## src/rtl/fwd_hazard_unit.sv

```systemverilog
// ---------------------------------------------------------------------------
// fwd_hazard_unit
//
// Purpose:
//   Controls operand forwarding and load-use hazards for a four-stage pipeline
//   (D -> E -> M -> W). It tracks the destination register of each
//   instruction in E, M and W. From these it drives the selects of the two
//   4:1 operand muxes at the E input:
//     i0 = regfile read
//     i1 = E/M ALU result
//     i2 = M/W result
//     i3 = W writeback data
//   It also raises a one-cycle stall when a load in E feeds the D instruction.
//
// Ports:
//   clk        pipeline clock; all state changes on the rising edge
//   reset      synchronous, active-high; empties every tracking slot
//   dec_valid  D-stage instruction is valid and issuing
//   dec_rs1    D-stage source A register
//   dec_rs2    D-stage source B register
//   dec_rd     D-stage destination register
//   dec_we     D-stage instruction writes dec_rd
//   dec_load   D-stage instruction is a load (data available only at W)
//   flush      squash the D-stage instruction (branch redirect)
//   sel_a      operand-A mux select
//   sel_b      operand-B mux select
//   stall      hold PC and D; E receives a bubble
// ---------------------------------------------------------------------------
module fwd_hazard_unit #(
  parameter int REG_AW  = 4,
  parameter int R0_ZERO = 1
) (
  input  logic              clk,
  input  logic              reset,
  input  logic              dec_valid,
  input  logic [REG_AW-1:0] dec_rs1,
  input  logic [REG_AW-1:0] dec_rs2,
  input  logic [REG_AW-1:0] dec_rd,
  input  logic              dec_we,
  input  logic              dec_load,
  input  logic              flush,
  output logic [1:0]        sel_a,
  output logic [1:0]        sel_b,
  output logic              stall
);

  typedef struct packed {
    logic              valid;
    logic              we;
    logic [REG_AW-1:0] rd;
    logic              load;
  } slot_t;

  localparam int EX  = 0;
  localparam int MEM = 1;
  localparam int WB  = 2;

  // Slot 0 is the youngest producer (E), slot 2 the oldest (W).
  slot_t      r_slot [3];

  logic [2:0] w_match_a;
  logic [2:0] w_match_b;
  logic       w_rs1_zero;
  logic       w_rs2_zero;
  logic       w_stall;
  logic       w_issue;

  // A hardwired-zero source never depends on anything in flight.
  assign w_rs1_zero = (R0_ZERO != 0) && (dec_rs1 == '0);
  assign w_rs2_zero = (R0_ZERO != 0) && (dec_rs2 == '0);

  generate
    for (genvar gi = 0; gi < 3; gi++) begin : g_match
      assign w_match_a[gi] = r_slot[gi].valid && r_slot[gi].we &&
                             (r_slot[gi].rd == dec_rs1) && !w_rs1_zero;
      assign w_match_b[gi] = r_slot[gi].valid && r_slot[gi].we &&
                             (r_slot[gi].rd == dec_rs2) && !w_rs2_zero;
    end
  endgenerate

  // Load data is not ready until W, so a consumer directly behind a load
  // waits one cycle. After that edge the load sits in M and is forwarded
  // from i2.
  assign w_stall = dec_valid && !flush && r_slot[EX].load &&
                   (w_match_a[EX] || w_match_b[EX]);

  assign w_issue = dec_valid && !w_stall && !flush;

  // Youngest producer wins. A matching load in E is never taken from i1.
  // If it did not cause a stall (no valid D, or a flush), the search simply
  // falls through to the older slots.
  function automatic logic [1:0] pick_sel(input logic [2:0] match,
                                          input logic       ex_load,
                                          input logic       st);
    logic [1:0] sel;
    sel = 2'b00;
    if (st)                       sel = 2'b00;
    else if (match[0] && !ex_load) sel = 2'b01;
    else if (match[1])             sel = 2'b10;
    else if (match[2])             sel = 2'b11;
    return sel;
  endfunction

  always_comb begin
    sel_a = pick_sel(w_match_a, r_slot[EX].load, w_stall);
    sel_b = pick_sel(w_match_b, r_slot[EX].load, w_stall);
  end

  assign stall = w_stall;

  always_ff @(posedge clk) begin
    if (reset) begin
      for (int i = 0; i < 3; i++) begin
        r_slot[i] <= '0;
      end
    end else begin
      r_slot[WB]  <= r_slot[MEM];
      r_slot[MEM] <= r_slot[EX];
      if (w_issue) begin
        r_slot[EX] <= '{valid: 1'b1, we: dec_we, rd: dec_rd, load: dec_load};
      end else begin
        r_slot[EX] <= '0;
      end
    end
  end

endmodule

```

## config.mk

```make
export PLATFORM = sky130hd
export DESIGN_NAME = fwd_hazard_unit
export DESIGN_NICKNAME = d
export VERILOG_FILES = /design/src/rtl/fwd_hazard_unit.sv
export SDC_FILE = /design/constraint.sdc
export NUM_CORES = 1
export LEC_CHECK = 0
export ABC_AREA = 1
export CAP_MARGIN = 30
export CELL_PAD_IN_SITES_DETAIL_PLACEMENT = 0
export CELL_PAD_IN_SITES_GLOBAL_PLACEMENT = 1
export CORE_ASPECT_RATIO = 2
export CORE_MARGIN = 2
export CORE_UTILIZATION = 36
export DETAILED_ROUTE_END_ITERATION = 8
export PLACE_DENSITY = 0.84
export SKIP_LAST_GASP = 1
export SYNTH_ARGS = -nofsm -noshare
export SYNTH_HDL_FRONTEND = slang
export SYNTH_SLANG_ARGS = --single-unit
```

## constraint.sdc

```tcl
create_clock -name clk -period 2 [get_ports clk]
set_input_delay 0.6 -clock clk [delete_from_list [all_inputs] [get_ports clk]]
set_output_delay 0.6 -clock clk [all_outputs]
set_load 0.05 [all_outputs]
```

==> impl_metrics.yaml <==
outcome:
  status: "finished, violations left"
  failing_checks: "negative setup slack"
cells_and_area:
  n_fill_cell: 356
  biggest_registers_after_layout: "r_slot x19"
  registers.top_by_ff_count: "r_slot"
  n_antenna_cell: 0
  max_ffs_per_register: 19
  instances_no_fill: 301
  final_layout_size_suffix_gt1_frac: 0.320
  area_growth_pct: 57.8
  net_count_final: 272
floorplanning:
  fp.dieH_um: 88.5
  start_util: 0.377
  num_rows: 30
  area_enclosed_by_the_die_boundary_mm2: 0.00410
  floorplan.io_pins: 23
  die_extent_in_x_um: 46.3
  placeableCoreArea_mm2: 0.00342
place:
  place_worst_setup_slack_ns: -0.795
  gp_routability_congestion: 0.788
  number_of_placed_cells_counting_well_taps: 294
  dp_hpwl_um: 2600
  port_buffers: 22
synth:
  post-synth-top-area-fraction: 0.444
  synth_area_leaders: "edfxtp_1 44%, nand2_1 20%, nor2_1 12%"
  synth_top_area_cell: "edfxtp_1"
  yosys.cell_count.top_type: "nand2_1"
  synthDistinctLibCells: 17
  syn-mean-instance-area_um2: 6.56
  muxShareOfSynthArea: 0
  synth_fa_ha_area_frac: 0
  post_synth_and_or_nand_nor_area_fraction: 0.392
  synth_top_flop_cell: "edfxtp_1"
  gate_count_post_synth: 196
  ys_warn_count: 0
  synth_async_sr_flop_share: 0
  synthTopCellsByCount: "70 x nand2_1, 41 x nor2_1, 40 x inv_1"
  yosys_register_bits: 19
  number_of_enable_flip_flop_cells_after_synthesis: 19
  synth_area_mm2: 0.00129
  main_combinational_cell_family_by_area_after_synthesis: "simple AND/OR/NAND/NOR gates"
  synth_compound_gate_area_share: 0.0156
  sequential_element_share_of_the_synthesized_area: 0.444
  synth-xor-area-share: 0.0204
hold_path:
  holdCritPathClass: "reg2reg"
  hp-start: "r_slot[0][5]"
clock_tree:
  cts_inserted_buffers: 3
  cts-htree-levels: 1
  cts_max_path_buffers: 2
  clock_sink_count: 19
  worstSkewPairLatency_ns: 0.26
  worst_setup_hold_path_clk_slew_ns: 0.07
  holdBufCountCts: 0
  tritoncts: "done"
  cts_root_buf: "clkbuf_8"
critical_path:
  destination_of_the_worst_register_to_register_timing_path: "r_slot[0][4]"
  worst_setup_path_start_kind: "primary input"
  cp.arrival_ns: 1.68
  timing.critical_path.fanout_max: 4
  reg2reg_slack_ns: 0.26
  endpoint: "sel_b[0]"
  crit_required_ns: 1.40
  worstSetupEndpointType: "primary output"
  startpoint_of_the_worst_slack_reg_to_reg_timing_path: "r_slot[0][2]"
  worst-setup-path-type: "in2out"
  reg2regPathDepth: 11
  critPathLaunch: "dec_rs2[1]"
global_routing:
  layer_carrying_the_most_global_route_usage: "met2"
  grt_util_all_layers: 0.186
  via_count_of_the_first_global_routing_pass: 1303
  groute.layer.met3.usage: 0.0122
  gr-usage-met1: 0.186
  antenna_found_initial: 0
  grt_overflow: 0
  grt_start_max_net_pins: 13
  wire_length_of_the_first_global_routing_pass_um: 5400
  met2_use_gr: 0.360
timing:
  worst_slack_ns: -0.280
  min_period_over_period: 1.14
  timing.final.setup_violations: 5
  post-route-min-period_ns: 2.28
  clock.fmax_mhz: 439
  hold_violations: 0
  rsz0062_at_grt: "true"
  fin_worst_skew_ns: 0.000956
  drv_slew: 0
power:
  static-leakage-power_uw: 0.00101
  power.ir.vdd_worst_uv: 435
  power.density_cell_area_mw_per_mm2: 480
detailed_routing:
  post_drt_via_cell_ratio: 4.34
  drt-initial-drc-count: 9
  drt-total-wl_um: 3130
  residual_drc_count: 0
  detail_route.wl_per_cell_um: 10.4
  num_vias: 1305
  drt-pass1-iter-count: 4
  ant_nets: 0
job:
  drv.max_cap_violation_count: 0
logic make-up (layout without fill, tap and decap cells):
group,after synthesis,count (layout)
AND/OR/NAND/NOR,126,126
other,1,19
flip-flops,19,19
buffers and inverters,43,82
XOR/XNOR,3,3
AO/OA/AOI/OAI,4,4
critical path: stages:
cell and delay [ns]:
buf_8 0.09, buf_6 0.12, inv_12 0.05, nand2_4 0.04
nand2_2 0.06, nand2_2 0.06, nor2_4 0.12, nand2_2 0.07
nand2_4 0.08, nand2_8 0.08, nand2_4 0.07, clkinvlp_4 0.09
buf_12 0.15
power breakdown:
| group | internal, µW | switching, µW | leakage [µW] |
|---|---|---|---|
| registers | 465 | 15.3 | 0.000191 |
| clock network | 139 | 134 | 0.0000255 |
| logic | 96.7 | 124 | 0.000795 |
repair_timing:
action                                  4_1_cts  5_1_grt
pin swaps                                    17       15
endpoints found under the setup margin       12        5
resized for setup                            61       26
cloned                                        0        0
buffers inserted                              2        1
routing by layer:
metal,vias to the layer above,wire length (µm)
met4,0,70
met1,604,1150
met5,-,0
li1,676,-
met3,5,49
met2,20,1870
metrics by stage:
stage / instance area (µm²) / setup TNS (ns) / hold slack [ns] / utilization / total power (µW)
finish: 2030 / -1.20 / 0.570 / 0.594 / 975
global route: 2030 / -1.51 / 0.598 / 0.594 / 1020
CTS: 1940 / -1.35 / 0.577 / 0.569 / 968
detailed placement: 1840 / -6.91 / 0.557 / 0.537 / 684
global placement: 1840 / -6.87 / 0.538 / 0.537 / 682
floorplan: 1440 / -0.133 / 0.530 / - / 587
how the worst min path moves through the flow:
stage	endpoint	slack (ns)	cells past startpoint
after floorplan	r_slot[0][12]	0.53	2
after global placement	r_slot[0][19]	0.54	2
after detailed placement	r_slot[0][12]	0.56	2
after CTS	r_slot[0][12]	0.58	2
after global routing	r_slot[0][12]	0.60	2
final	r_slot[0][12]	0.57	2
placed cells by master, fill, tap and decap left out, types with 6 or more instances in the layout:
master / n
edfxtp_1: 19
buf_4: 10
clkdlybuf4s50_1: 7
buf_6: 7
nand2_1: 50
nor2_1: 28
inv_1: 31
nand2_2: 16
conb_1: 19
nor2_2: 6
nor2_4: 7
inv_2: 6
layout make-up:
| type | instances | area [µm²] | share of cell area |
|---|---|---|---|
| sequential | 19 | 571 | 0.281 |
| multi-input combinational | 152 | 793 | 0.391 |
| tap | 48 | 60.1 | 0.0296 |
| clock buffer | 3 | 41.3 | 0.0203 |
| clock inverter | 1 | 5.00 | 0.00247 |
| timing repair buffer | 36 | 372 | 0.183 |
| inverter | 42 | 188 | 0.0925 |
Note: power is estimated with default switching activity, not from simulation.
